[src/rtl/stats_reporter.sv]
// stats_reporter: snapshots the pet statistics and streams one ASCII status frame per report.
//   Frame: "Hdd Pdd Bdd Edd Tdd Z|A\r\n" (23 bytes). With STATS_REPORT_CHECKSUM_EN defined,
//   "*HH" is inserted before CR LF (26 bytes), HH = XOR of every byte from H through Z/A.
//   Ports:
//     clk, reset (sync, active-low)
//     second                      periodic tick source, every level change is one tick
//     hunger..social, is_sleeping live stats, captured at the start of each frame
//     inputs                      command bus, 0x3F requests a report, 0x00 re-arms
//     tx_data/tx_valid/tx_ready   byte stream to the UART transmitter
//     busy                        frame being loaded or sent
//     alarm                       some captured statistic equals 15
module stats_reporter #(
    parameter int unsigned REPORT_EVERY = 2
) (
    input  logic       clk,
    input  logic       reset,
    input  logic       second,
    input  logic [4:0] hunger,
    input  logic [4:0] happiness,
    input  logic [4:0] hygiene,
    input  logic [4:0] energy,
    input  logic [4:0] social,
    input  logic       is_sleeping,
    input  logic [7:0] inputs,
    input  logic       tx_ready,
    output logic [7:0] tx_data,
    output logic       tx_valid,
    output logic       busy,
    output logic       alarm
);
`ifdef STATS_REPORT_CHECKSUM_EN
    localparam logic [4:0] LAST = 5'd25;
`else
    localparam logic [4:0] LAST = 5'd22;
`endif
    typedef enum logic [1:0] {IDLE, LOAD, SEND} state_t;
    state_t      state_q;
    logic        second_q, armed_q, pending_q, sleep_q;
    logic [7:0]  tick_q;
    logic [4:0]  idx_q, h_q, p_q, b_q, e_q, t_q;
    logic [4:0]  nidx, v;
    logic [7:0]  lead, tail, nbyte;
    logic        tick, per_trig, cmd_trig, trig, go_again;

    function automatic logic [3:0] tens_of(input logic [4:0] x);
        return x >= 5'd30 ? 4'd3 : x >= 5'd20 ? 4'd2 : x >= 5'd10 ? 4'd1 : 4'd0;
    endfunction

    function automatic logic [7:0] tens_asc(input logic [4:0] x);
        return 8'h30 + {4'b0, tens_of(x)};
    endfunction

    function automatic logic [7:0] ones_asc(input logic [4:0] x);
        return 8'h30 + {3'b0, x} - 8'd10 * {4'b0, tens_of(x)};
    endfunction

`ifdef STATS_REPORT_CHECKSUM_EN
    logic [7:0] csum;

    function automatic logic [7:0] hex_asc(input logic [3:0] n);
        return n < 4'd10 ? 8'h30 + {4'b0, n} : 8'h37 + {4'b0, n};
    endfunction

    // Five spaces fold into a single 0x20 term.
    assign csum = 8'h48 ^ 8'h50 ^ 8'h42 ^ 8'h45 ^ 8'h54 ^ 8'h20 ^ (sleep_q ? 8'h5A : 8'h41)
                ^ tens_asc(h_q) ^ ones_asc(h_q) ^ tens_asc(p_q) ^ ones_asc(p_q)
                ^ tens_asc(b_q) ^ ones_asc(b_q) ^ tens_asc(e_q) ^ ones_asc(e_q)
                ^ tens_asc(t_q) ^ ones_asc(t_q);
`endif

    // Next byte to present, chosen from the snapshot by the following index.
    // Bytes 0..19 are four-byte groups: letter, tens, ones, space.
    always_comb begin
        nidx = idx_q + 5'd1;
        v = nidx[4:2] == 3'd0 ? h_q : nidx[4:2] == 3'd1 ? p_q : nidx[4:2] == 3'd2 ? b_q :
            nidx[4:2] == 3'd3 ? e_q : t_q;
        lead = nidx[4:2] == 3'd0 ? 8'h48 : nidx[4:2] == 3'd1 ? 8'h50 : nidx[4:2] == 3'd2 ? 8'h42 :
               nidx[4:2] == 3'd3 ? 8'h45 : 8'h54;
`ifdef STATS_REPORT_CHECKSUM_EN
        tail = nidx == 5'd21 ? 8'h2A : nidx == 5'd22 ? hex_asc(csum[7:4]) :
               nidx == 5'd23 ? hex_asc(csum[3:0]) : nidx == 5'd24 ? 8'h0D : 8'h0A;
`else
        tail = nidx == 5'd21 ? 8'h0D : 8'h0A;
`endif
        nbyte = nidx == 5'd20 ? (sleep_q ? 8'h5A : 8'h41) : nidx > 5'd20 ? tail :
                nidx[1:0] == 2'd0 ? lead : nidx[1:0] == 2'd1 ? tens_asc(v) :
                nidx[1:0] == 2'd2 ? ones_asc(v) : 8'h20;
    end

    assign tick     = second ^ second_q;
    assign per_trig = REPORT_EVERY != 0 && tick && tick_q + 8'd1 == 8'(REPORT_EVERY);
    assign cmd_trig = armed_q && inputs == 8'h3F;
    assign trig     = per_trig || cmd_trig;
    assign go_again = pending_q || trig;

    always_ff @(posedge clk) begin
        if (!reset) begin
            state_q   <= IDLE;
            tx_valid  <= 1'b0;
            tx_data   <= 8'h00;
            busy      <= 1'b0;
            alarm     <= 1'b0;
            idx_q     <= 5'd0;
            tick_q    <= 8'd0;
            pending_q <= 1'b0;
            armed_q   <= 1'b1;
            second_q  <= second;
        end else begin
            second_q <= second;
            if (tick && REPORT_EVERY != 0) tick_q <= per_trig ? 8'd0 : tick_q + 8'd1;
            armed_q <= cmd_trig ? 1'b0 : inputs == 8'h00 ? 1'b1 : armed_q;
            case (state_q)
                IDLE: if (trig) begin
                    state_q <= LOAD;
                    busy    <= 1'b1;
                end
                LOAD: begin
                    h_q       <= hunger;
                    p_q       <= happiness;
                    b_q       <= hygiene;
                    e_q       <= energy;
                    t_q       <= social;
                    sleep_q   <= is_sleeping;
                    alarm     <= hunger == 5'd15 || happiness == 5'd15 || hygiene == 5'd15 ||
                                 energy == 5'd15 || social == 5'd15;
                    idx_q     <= 5'd0;
                    pending_q <= go_again;
                    tx_valid  <= 1'b1;
                    tx_data   <= 8'h48;
                    state_q   <= SEND;
                end
                SEND: begin
                    pending_q <= go_again;
                    if (tx_ready) begin
                        if (idx_q == LAST) begin
                            // Entering LOAD consumes the pending request.
                            pending_q <= 1'b0;
                            tx_valid  <= 1'b0;
                            busy      <= go_again;
                            state_q   <= go_again ? LOAD : IDLE;
                        end else begin
                            idx_q   <= nidx;
                            tx_data <= nbyte;
                        end
                    end
                end
                default: state_q <= IDLE;
            endcase
        end
    end
endmodule

[config.mk]
export PLATFORM = sky130hd
export DESIGN_NAME = stats_reporter
export DESIGN_NICKNAME = d
export VERILOG_FILES = /design/src/rtl/stats_reporter.sv
export SDC_FILE = /design/constraint.sdc
export NUM_CORES = 1
export LEC_CHECK = 0
export ABC_AREA = 1
export CAP_MARGIN = 20
export CORE_MARGIN = 10
export CORE_UTILIZATION = 45
export CTS_BUF_LIST = sky130_fd_sc_hd__clkbuf_2
export DETAILED_ROUTE_END_ITERATION = 7
export PLACE_DENSITY = 0.77
export SLEW_MARGIN = 0
export SYNTH_ARGS = -nofsm -noshare
export SYNTH_HDL_FRONTEND = slang
export SYNTH_SLANG_ARGS = --single-unit
[constraint.sdc]
create_clock -name clk -period 3.4 [get_ports clk]
set_input_delay 0.68 -clock clk [delete_from_list [all_inputs] [get_ports clk]]
set_output_delay 0.68 -clock clk [all_outputs]
set_load 0.05 [all_outputs]
* Word-level counts from Yosys, hierarchy flattened
Index checks and enable logic that the tools add are counted.
** Word-level totals
- Memory bits (writable) :: 0
- Bits of input ports :: 38
- Latch bits :: 0
- Logic and storage cells :: 110
- ROM bits :: 0
- Register bits :: 55
- Memories :: 0
** Cells by class
- Div/mod/pow operators :: 0
- Shifts and indexed selects :: 0
- $lt $le $gt $ge :: 4
- Equal/unequal tests :: 21
- Add/subtract/negate cells :: 5
- Reductions and logical operators :: 20
- Multiplexer cells :: 42
- Bitwise gates (word level) :: 1
- Multiply operators :: 1
** Operators by type and width (number)
- $mux 8 :: 8
- $mux 5 :: 11
- $eq 5x4->1 const B :: 5
- $pmux 8 s2 :: 1
- $eq 5x5->1 const B :: 3
- $mux 1 :: 11
- $ge 5x5->1 const B :: 2
- $mux 2 :: 5
- $pmux 5 s2 :: 1
- $reduce_and 3->1 :: 3
- $add 8x1->8 const B :: 1
- $eq 8x2->1 const B :: 1
- $eq 8x6->1 const B :: 1
- $logic_not 8->1 :: 1
- $ne 2x2->1 const B :: 4
- $sub 7x6->8 :: 1
- $add 6x4->7 const A :: 1
- $add 6x5->7 const A :: 1
- $eq 3x2->1 const B :: 2
- $logic_or 1x1->1 :: 6
- $pmux 1 s2 :: 3
- $pmux 2 s3 :: 1
- $reduce_bool 2->1 :: 3
- $add 5x1->5 const B :: 1
- 13 further kinds :: 17

* Logic depth before layout (Yosys ltp)
- Word-level depth :: 20
- Mapped depth :: 26
- Gate-level depth less buffers :: 25

* Least setup slack after synthesis
No wires, ideal clock.
- Kind :: register to register
- Start :: register idx_q[0]
- End :: register tx_data[4]
- Arrival time :: 3.146 ns
- Buffers on the path :: 1
- Slack :: 0.183 ns
- Cell stages (with the launch flop) :: 24
- Data required time :: 3.329 ns
- Path through :: dfxtp_1 -> ha_1 -> buf_6 -> nand4_1 -> nand2_2 -> inv_2 -> nor3_4 -> inv_2 -> nor2_1 -> inv_1 -> nand2_2 -> inv_1 -> nand2_2 -> nand2_1 -> a21oi_1 -> ha_1 -> ha_1 -> inv_1 -> nor2_1 -> o21ai_0 -> nand2_1 -> o211ai_1 -> nand3_1 -> a21oi_1
** On the way
- Longest elaborated chain between the ends :: 20
** Ends and longest elaborated chain
- start, declared :: RTL line 40 : logic [4:0] idx_q, h_q, p_q, b_q, e_q, t_q;
- start signal, assigned :: RTL line 142 : idx_q <= nidx;
- $add 5x1->5 :: RTL line 74 : nidx = idx_q + 5'd1;
- $eq 3x2->1 :: RTL line 76, 78
- $mux 5 :: RTL line 76 : nidx[4:2] == 3'd3 ? e_q : t_q;
- $mux 5 (3 in a row) :: RTL line 75 : v = nidx[4:2] == 3'd0 ? h_q : nidx[4:2] == 3'd1 ? p_q : nidx[4:2] == 3'd2 ? b_q :
- $ge 5x4->1 :: RTL line 46 : return x >= 5'd30 ? 4'd3 : x >= 5'd20 ? 4'd2 : x >= 5'd10 ? 4'd1 : 4'd0;
- $mux 1 :: RTL line 46
- $mux 2 (2 in a row) :: RTL line 46
- $mul 3x2->5 :: RTL line 54 : return 8'h30 + {3'b0, x} - 8'd10 * {4'b0, tens_of(x)};
- $sub 7x6->8 :: RTL line 54
- $mux 8 :: RTL line 87 : nidx[1:0] == 2'd2 ? ones_asc(v) : 8'h20;
- $mux 8 (2 in a row) :: RTL line 86 : nidx[1:0] == 2'd0 ? lead : nidx[1:0] == 2'd1 ? tens_asc(v) :
- $mux 8 (2 in a row) :: RTL line 85 : nbyte = nidx == 5'd20 ? (sleep_q ? 8'h5A : 8'h41) : nidx > 5'd20 ? tail :
- $mux 8 :: RTL line 135 : if (idx_q == LAST) begin
- $mux 8 :: RTL line 134 : if (tx_ready) begin
- $pmux 8 s2 :: RTL line 112 : case (state_q)
- end signal, assigned :: RTL line 143 : tx_data <= nbyte;
- end, declared :: RTL line 26 : output logic [7:0] tx_data,
Several ways; a longest one is shown, not always the timed one. The select of a mux whose other input is x is not followed.
A chain may end at the register's enable or synchronous reset.

* Final worst setup path
- Start :: register idx_q[1]
- End :: register tx_data[2]
** On the way
- Longest elaborated chain between the ends :: 20
** Ends and longest elaborated chain (RTL line)
- $add 5x1->5 :: 74
- $eq 3x2->1 :: 76
- $mux 5 :: 76
- $mux 5 (3 in a row) :: 75
- $ge 5x4->1 :: 46
- $mux 1 :: 46
- $mux 2 (2 in a row) :: 46
- $mul 3x2->5 :: 54
- $sub 7x6->8 :: 54
- $mux 8 :: 87
- $mux 8 (2 in a row) :: 86
- $mux 8 (2 in a row) :: 85
- $mux 8 :: 135
- $mux 8 :: 134
- $pmux 8 s2 :: 112
Several ways; a longest one is shown, not always the timed one. The select of a mux whose other input is x is not followed.

==> key figures <==
Critical path
  – Critical R2R Launch: idx_q[1]
  – Reg2reg setup slack: 0.05 ns
  – Worst setup SP type: flip-flop
  – Worst Setup End Kind: flip-flop
  – Worst flop-to-flop path endpoint: tx_data[2]
  – R2r worst-path depth: 22
  – WP data arrival: approximately 3.8 ns
  – Crit path max fanout: 7
  – Critical Setup Path Class: flip-flop to flip-flop
  – Worst EP required: 3.80 ns

Detailed routing
  – Via count: 2764
  – Drt first-iter violations: 246
  – DRC errors left: 0
  – Vias per inst: 5.315
  – Wirelength per Cell: roughly 15 um
  – Drt pass-1 iters: 4
  – Total wire length: ~7700 um
  – Post-DRT Antenna Nets: 0

Placed design
  – GPL Wtd Cong: 0.8526
  – IO buf count: between 40 and 50
  – Post-DP HPWL: 5677 um
  – Cell Area, Placed: ~3700 um^2
  – Placed cell count: 500

Yosys
  – Sequential fraction of the synthesis area: 0.4365
  – Synth Warn #: 0
  – Mapped Area: between 3000 and 4000 um^2
  – Post-synth cell types: 42
  – Synthesis-stage register bit count: between 50 and 60
  – Gate Count Post-Synth: 368
  – Syn Area/Cell: 8.350 um^2
  – Mapped Nets: 423

Finish
  – Cell Count, Final, Fillers Out: 520
  – Final #Nets: between 400 and 500
  – Commonest non-fill, non-tap cell in the layout: nand2_1
  – Commonest cells after routing, fill and taps aside: nand2_1, clkdlybuf4s50_1, inv_1, a21oi_1, edfxtp_1
  – Area grow syn2layout: 30.09%
  – Diodes inserted: 0
  – Fin area: about 4000 um^2
  – Layout cells sized above 1: 0.1818
  – Post-layout util: 0.5950

Power and ir drop
  – Pwr Density: 402.4 nW/um^2
  – Total power: 0.001609 W
  – P_leak: approximately 1.6 nW
  – Max VDD drop: 0.2230 mV

Hold path
  – Hold Crit Start: tx_valid
  – HP Class: flip-flop to flip-flop
  – WHS Path Cells: 2
  – Hold EP: tx_valid

Clocking
  – CTS root buf: clkbuf_2
  – Bufs on Longest Clock Path: 2
  – CTS buffer count: 5
  – Worst-skew pair later-pin latency: 0.45 ns
  – TritonCTS clock tree: yes
  – Htree depth: 2
  – CTS clk-pin slew, worst paths: 0.28 ns
  – Clk sink count: 54

Floorplanning
  – Core area: ~6700 um^2
  – Die W: roughly 100 um
  – DIE HEIGHT: 102.6 um
  – Starting density of the core: 0.4574
  – Die Area: 10530 um^2
  – FP Rows: 30
  – Ports: 49

Global route
  – First-pass GRT wire length: 11950 um
  – Met2 Usage GRT: 0.2355
  – Vias in the first global route: 2623
  – Initial antenna violation count: 0
  – Largest net degree at the start of global routing: 27
  – Met1 Use GR: 0.1769
  – Met3 usage: 0.03016
  – GRT overflow: 0
  – GRT Total Usage: 0.1404
  – Top Usage Layer GRT: met2

Timing
  – Skew final: between 0.009 and 0.01 ns
  – Setup TNS: 0 ns
  – Slew Limit Headroom: 0.6246
  – Slew Viols, Final: 0
  – Final min period: 3.348 ns
  – Peak Freq: approximately 300 MHz
  – Final Hold Fails: 0
  – RSZ-0062 raised after global routing: true
  – Actual slew at the worst max-slew pin: around 0.56 ns
  – # setup viols final: 0
  – Period utilization: 0.9847

Job
  – Max-cap violations: 0

Run status
  – Outcome: finished, final reports clean
[sequential cells by signal (all words and copies together) (netlist names), 2 cells and up]
signal   flops
tick_q       8
tx_data      7
b_q          5
e_q          5
h_q          5
idx_q        5
p_q          5
t_q          5
state_q      2
[cell families after synthesis]
family	count (synthesis)	synth area share
flip-flops	54	0.4365
AND/OR/NAND/NOR	154	0.2435
XOR/XNOR	7	0.02606
buffers and inverters	64	0.08673
other	1	0.001220
AO/OA/AOI/OAI	71	0.1344
adder cells (fa/ha/maj)	17	0.07166
[repair_timing]
item                       in CTS  in global routing
setup buffers                   2                 10
setup endpoints to repair       5                  5
pin swaps                       2                 17
hold buffers                    0                  0
resized for setup               7                 35
[worst max path at each step]
stage | slack (ns) | end | cells after the start | startpoint
2_1_floorplan | 0.18 | tx_data[4] | 23 | idx_q[0]
3_3_place_gp | 0.05 | tx_data[4] | 20 | idx_q[0]
3_5_place_dp | -0.14 | tx_data[4] | 20 | idx_q[0]
4_1_cts | 0.03 | tx_data[4] | 20 | idx_q[0]
5_1_grt | -0.14 | tx_data[4] | 21 | idx_q[1]
6_report | 0.05 | tx_data[2] | 22 | idx_q[1]
[power breakdown]
group / internal, W / total [W] / leakage, nW / switching [W]
combinational: 0.000214 / 0.000552 / 1.12 / 0.000338
clock: 0.0000511 / 0.000268 / 0.0270 / 0.000217
sequential: 0.000751 / 0.000789 / 0.465 / 0.0000375
total: 0.00102 / 0.00161 / 1.62 / 0.000592
[area by class of cell]
| type | count | area [um^2] |
|---|---|---|
| Clock buffer | 5 | 25.02 |
| Clock inverter | 3 | 20.02 |
| Fill cell | 561 | 2721 |
| Inverter | 57 | 224.0 |
| Multi-Input combinational cell | 250 | 1613 |
| Sequential cell | 54 | 1345 |
| Tap cell | 80 | 100.1 |
| Timing Repair Buffer | 71 | 670.6 |
[layer usage]
layer | vias up | share of wire
met1 | 1282 | 0.43
met5 | - | 0
met2 | 89 | 0.50
li1 | 1383 | -
met3 | 10 | 0.056
met4 | 0 | 0.014
[metrics by stage]
stage | worst slack, ns | hold WS [ns]
floorplan | 0.1831 | 0.4508
global placement | 0.04700 | 0.4489
detailed placement | -0.1402 | 0.4558
CTS | 0.03355 | 0.4852
global route | -0.1414 | 0.5185
finish | 0.05209 | 0.4815
[critical path, stage by stage (launching register included)]
cell	delay, ns
dfxtp_2	0.40
ha_4	0.17
nand3_1	0.09
nand2_1	0.11
nand2_4	0.14
inv_6	0.05
nor3_4	0.27
inv_2	0.11
nor2_1	0.11
inv_1	0.08
nand2_4	0.10
inv_2	0.04
nand2_2	0.07
nand2_2	0.08
a21oi_4	0.20
ha_4	0.24
inv_2	0.06
fa_2	0.44
o21ai_2	0.16
o31ai_2	0.08
nand2_1	0.06
nand3_1	0.08
a21oi_1	0.15
[synthesized netlist by cell type (all sizes together)]
master | n | share of area
nand3b | 4 | 0.0098
o21ai | 18 | 0.032
ha | 16 | 0.065
a22oi | 1 | 0.0024
clkbuf | 3 | 0.0037
xnor2 | 1 | 0.0029
nor4 | 3 | 0.0061
a21boi | 2 | 0.0049
nand4 | 14 | 0.029
a31oi | 2 | 0.0041
nor2 | 22 | 0.029
o31ai | 1 | 0.0024
o22ai | 1 | 0.0020
nor3 | 8 | 0.017
nand3 | 23 | 0.044
buf | 4 | 0.013
and2 | 1 | 0.0020
edfxtp | 26 | 0.25
o21a | 1 | 0.0024
clkinv | 2 | 0.0024
o211ai | 8 | 0.020
dfxtp | 28 | 0.18
a21oi | 33 | 0.055
fa | 1 | 0.0065
or2 | 4 | 0.0081
inv | 55 | 0.067
nand2 | 75 | 0.099
a211oi | 3 | 0.0073
xor2 | 6 | 0.023
o21bai | 1 | 0.0024
conb | 1 | 0.0012
Note: power is estimated with default switching activity, not from simulation.
==> patch 1: new RTL, same settings <==
One comparison of `idx_q` changes from == to >=.
--- a/src/rtl/stats_reporter.sv
+++ b/src/rtl/stats_reporter.sv
@@ -134,3 +134,3 @@
                     if (tx_ready) begin
-                        if (idx_q == LAST) begin
+                        if (idx_q >= LAST) begin
                             // Entering LOAD consumes the pending request.
Function: no difference found for any inputs over 10 cycles, from zero or initial values and one cycle with reset low; that may be too few to reach the edited logic, so the function may still have changed.
==> patch 1 against the original RTL <==
  * Global-route usage shrank 0.91 points
  * Critical path type unchanged
  * Area after synthesis grew 0.33%
  * Final area grew 0.13%
  * Worst hold slack is essentially flat
  * Routed wire length shrank 9.2%
  * Setup slack gained 0.051 ns
  * Total power grew 0.16%
  * Combinational power grew 3%
  * Maximum frequency grew 1.5%
  * First-iteration DRC count shrank 55%
  * Sequential power is essentially flat
  * Clock skew grew 0.0088 ns
  * Highest routed layer unchanged
  * Sequential cell count is the same
  * Clock power shrank 3%
==> patch 1: results (changes against the original RTL) <==
| Metric | Value |
|---|---|
| Leakage power | 1.61 nW (-0.22%) |
| Largest regs | tick_q x8, tx_data x7 |
| Distinct cells, synth | 42 (unchanged) |
| Sw power | 580 µW (-2.1%) |
| Synth Area in Compound Gates | 14.7% (+1.2 points) |
| Comb. pwr | 566 µW (+3%) |
| Hpwl dp | 5420 µm (-4.6%) |
| CTS clk-pin slew, worst paths | 0.27 ns |
| Top post-synthesis cells by count | nand2_1 (67), inv_1 (45), a21oi_1 (30), nor2_1 (29), dfxtp_1 (28) |
| Placed cells | 503 (+0.60%) |
| CP max-delay cell | dfxtp_2 |
| Clk. pwr | 259 µW (-3%) |
| Vias | 2689 (-2.7%) |
| ANT cells | 0 (unchanged) |
| Final Critical Period | 3.30 ns (-0.0510 ns) |
| XOR/XNOR share of the synthesized area | 2.88% (+0.28 points) |
| Cell Count, Final, Fillers Out | 522 (+0.38%) |
| Status | completed |
| Avg WL per Cell | 13.4 µm (-9.6%) |
| Placed Instance Area | 3740 µm² (+1.6%) |
| Initial antenna violation count | 0 (unchanged) |
| Crit path max-delay family | compound AO/OA/AOI/OAI gates |
| Gate power share | 35.1% (+0.8 points) |
| Worst Path Arrival | 3.67 ns (-0.08 ns) |
| Final Util | 59.6% (+0.075 points) |
| Min-Delay Path Class | register to register |
| Hold_ws | 0.482 ns (+0.000294 ns) |
| Hold Crit Start | tx_data[4] |
| Post-synth EDFFs | 26 (unchanged) |
| Worst setup path endpoint | tx_data[5] |
| Post-synthesis sequential area ratio | 43.5% (-0.14 points) |
| Async SR Flop Fraction | 0% (unchanged) |
| Pre-antenna DRT Iters | 4 (unchanged) |
| Slowest stage delay, CP | 0.40 ns (-0.04 ns) |
| Pre-CTS setup slack | -0.117 ns (+0.0234 ns) |
| Clk_skew | 0.0179 ns (+0.00878 ns) |
| Reg-to-reg critical path startpoint | idx_q[0] |
| Hold depth | 2 (unchanged) |
| Hold Crit Endpoint | tx_data[4] |
| Syn Inst Count | 366 (-0.54%) |
| Max VDD drop | 0.202 mV (-9.6%) |
| Worst-case clock buffer depth | 2 (unchanged) |
| Final Wtd Congestion | 0.956 (+12%) |
| Vias in the first global route | 2602 (-0.80%) |
| DR iter-0 viols | 111 (-55%) |
| Share of post-route cells with drive strength above 1 | 18.3% (+0.14 points) |
| Startpoint types | register |
| Post-synthesis adder-cell area fraction | 7.95% (+0.79 points) |
| Area contributors post-synth | edfxtp_1 (25%), dfxtp_1 (18%), nand2_1 (8.2%) |
| Slew @ Worst Pin | 0.828 ns (+0.268 ns) |
| Reg2Reg Depth | 19 (-14%) |
| Total GRT Usage | 13.1% (-0.91 points) |
| Pin count of the biggest net entering global routing | 27 (unchanged) |
| R2r setup slk | 0.10 ns (+0.05 ns) |
| Detail Route Antenna Nets | 0 (unchanged) |
| First-pass GRT wire length | 11200 µm (-6.0%) |
| Max FO, Critical Path | 6 (-1) |
| FILL cells | 572 (+2.0%) |
| Num CTS Buffers | 5 (unchanged) |
## patch 1: changes by cell type in the layout (fill, tap and decap cells not counted), moves of 3 or more
cell     unedited run  this run
buf_4              21        24
nor2_2              1         7
o21ai_2             4         0
nand4_1            14        11
o21ai_1             0         3
nand2_1            67        64
nor2_1             19        24
nor4_1              3         0
nor2_4              2         5
## patch 1: layer usage
metal  global-route usage [%]  routed length (µm)  up-vias
li1                         -                   -     1392
met1                     15.6                3150     1239
met2                     22.3                3440       50
met3                     4.09                 344        8
met4                     3.96                  78        0
met5                        0                   0        -
## patch 1: timing repair
item	in CTS	in global routing
setup endpoints to repair	4	5
pin swaps	0	22
buffers inserted	0	11
gates resized for setup	5	26
## patch 1: area by class of cell
class                   count  share of cell area, %
clock buffers               6                  0.750
inverters                  51                   4.78
well taps                  80                   2.50
clock inverters             2                  0.313
multi-input cells         256                   41.0
repair buffers             73                   17.0
flip-flops and latches     54                   33.6
==> patch 2: new RTL, same settings <==
Made on the original files. Add a define of `STATS_REPORT_CHECKSUM_EN`.
--- a/src/rtl/stats_reporter.sv
+++ b/src/rtl/stats_reporter.sv
@@ -11,2 +11,4 @@
 //     alarm                       some captured statistic equals 15
+`define STATS_REPORT_CHECKSUM_EN
+
 module stats_reporter #(
Behaviour: same outputs for any inputs over 10 cycles, from zero or initial values and one cycle with reset low; that may be too few to reach the edited logic, so the function may still have changed.
==> patch 2 against the original RTL <==
  * The flow now finishes with violations (negative setup slack)
  * Via count up 86%
  * Area after synthesis grew 67%
  * Total power rose by 86%
  * Setup slack lost 0.13 ns
  * Final area is 68% higher
  * Routed wire length increased by 78%
  * Sequential power increased by 2%
  * First-iteration DRC count increased by 37%
  * Die area increased by 53%
  * Cell count up 90%
  * Sequential cell count unchanged
  * Clock skew up 0.042 ns
  * Largest cell class unchanged
  * Largest power group is now combinational logic
  * Highest routed layer unchanged
==> patch 2: results (changes against the original RTL) <==
| Metric | Value |
|---|---|
| Total GRT Usage | 15.6% (+1.6 points) |
| Pin count of the biggest net entering global routing | 27 (unchanged) |
| Syn Inst Count | 729 (+98%) |
| Initial antenna violation count | 0 (unchanged) |
| Int Power | 1.69 mW (+67%) |
| Hpwl dp | 10700 µm (+89%) |
| Pre-antenna DRT Iters | 4 (unchanged) |
| Status | finished with violations |
| Global route total overflow | 0 (unchanged) |
| Final Wtd Congestion | 0.893 (+4.7%) |
| First-pass GRT wire length | 21200 µm (+77%) |
| Share of post-route cells with drive strength above 1 | 23.7% (+5.5 points) |
| Worst setup path endpoint | tx_data[4] |
| Reg2Reg Depth | 27 (+23%) |
| Max VDD drop | 0.375 mV (+68%) |
| Reg with most FFs | tick_q |
| Worst-Skew Late Latency | 0.49 ns (+0.04 ns) |
| CTS clk-pin slew, worst paths | 0.30 ns (+0.02 ns) |
| Worst-case clock buffer depth | 2 (unchanged) |
| Leakage power | 3.26 nW (+100%) |
| # H-tree levels | 2 (unchanged) |
| Clk_skew | 0.0513 ns (+0.0422 ns) |
| Area contributors post-synth | edfxtp_1 (15%), nand2_1 (15%), ha_1 (12%) |
| Overall routed net length | 13700 µm (+78%) |
| Clk root buf | clkbuf_2 |
| Async SR Flop Fraction | 0% (unchanged) |
| Worst Path Arrival | 3.93 ns (+0.18 ns) |
| Warnings from Yosys | 0 (unchanged) |
| Post-synth EDFFs | 26 (unchanged) |
| DR iter-0 viols | 336 (+37%) |
| Layout Nets | 941 (+90%) |
| Worst slew margin | 60.2% (-2.2 points) |
| Reg-to-reg critical path startpoint | idx_q[1] |
| Cell Count, Final, Fillers Out | 987 (+90%) |
| Failing checks | negative setup slack |
| Distinct cells, synth | 47 (+12%) |
| Slowest stage delay, CP | 0.43 ns |
| Pre-CTS setup slack | -0.228 ns (-0.0882 ns) |
| Placed cells | 958 (+92%) |
| Vias in the first global route | 4657 (+78%) |
| Syn_area_per_cell | 7.06 µm² (-15%) |
| # setup viols final | 2 (+2) |
| Post-Syn Nets | 824 (+95%) |
| Post-synthesis sequential area ratio | 26.1% (-18 points) |
| Vias per Instance | 5.21 (-2.1%) |
| Startpoint types | register |
| Largest regs | tick_q x8, tx_data x7 |
| Num CTS Buffers | 5 (unchanged) |
| Top post-synthesis cells by count | nand2_1 (206), inv_1 (123), a21oi_1 (54), ha_1 (51), nand3_1 (40) |
| CP max-delay cell | dfxtp_4 |
| Min-Delay Path Class | register to register |
| Setup WS post-layout | -0.0754 ns (-0.128 ns) |
[patch 2: cell count changes after synthesis, moves of 4 or more]
cell / delta
inv_1: +73
nand2_4: +4
nor3_1: -4
xnor2_1: +18
fa_1: +5
ha_1: +35
xor2_1: +16
nand4_1: -4
o21ai_0: +9
a21oi_1: +22
o21ai_1: +4
nor2_1: +11
nand3_1: +21
nand2_1: +138
[patch 2: logic make-up after synthesis]
| group | share of synthesized area [%] |
|---|---|
| AND/OR/NAND/NOR | 29.5 |
| buffers and inverters | 10.8 |
| AO/OA/AOI/OAI | 12.0 |
| adder cells (fa/ha/maj) | 14.7 |
| flip-flops | 26.1 |
| XOR/XNOR | 6.81 |
| other | 0.0729 |
[patch 2: per-layer routing]
metal	vias to the layer above	GRT usage [%]	part of all wire (%)
met4	0	3.95	1.3
li1	2582	-	-
met5	-	0	0
met1	2390	19.7	44
met2	148	26.2	48
met3	18	3.46	6.8
[patch 2: timing repair]
action | 4_1_cts | 5_1_grt
endpoints found under the setup margin | 5 | 7
pin swaps | 4 | 41
resized for setup | 6 | 92
buffers inserted | 0 | 21
[patch 2: power groups by stage]
| stage | sequential (mW) | combinational, mW | clock, mW |
|---|---|---|---|
| final | 0.801 | 1.86 | 0.329 |
| after global routing | 0.809 | 2.07 | 0.362 |
| after CTS | 0.800 | 1.52 | 0.340 |
| after detailed placement | 0.811 | 1.51 | 0 |
| after global placement | 0.811 | 1.48 | 0 |
| after floorplan | 0.891 | 0.964 | 0 |
[patch 2: worst max-delay path: cells and delay by family, from the launching register on]
kind                     cells  cell delay, ns
flip-flops                   1            0.43
AO/OA/AOI/OAI                7            1.03
AND/OR/NAND/NOR             13            1.10
buffers and inverters        4            0.22
adder cells (fa/ha/maj)      3            0.67
[patch 2: area by class of cell]
cell class	instances	area, µm²
Tap cell	140	175
Timing Repair Buffer	116	1000
Multi-Input combinational cell	535	3610
Clock inverter	3	43.8
Inverter	134	518
Clock buffer	5	25.0
Fill cell	934	4300
Sequential cell	54	1350
[patch 2: stage by stage]
step	TNS (ns)	cell area, µm²
3_3_place_gp	-0.150	6120
3_5_place_dp	-0.489	6120
6_report	-0.101	6730
2_1_floorplan	0	5160
5_1_grt	-1.13	6730
4_1_cts	0	6220
[patch 2: worst min-delay path by stage]
stage          startpoint          to  slack (ns)  cells past startpoint
3_3_place_gp   tx_data[2]  tx_data[2]        0.46                      2
4_1_cts        tx_data[2]  tx_data[2]        0.49                      2
2_1_floorplan     armed_q     armed_q        0.45                      2
6_report       tx_data[2]  tx_data[2]        0.49                      2
3_5_place_dp   tx_data[2]  tx_data[2]        0.46                      2
5_1_grt        tx_data[0]  tx_data[0]        0.52                      2
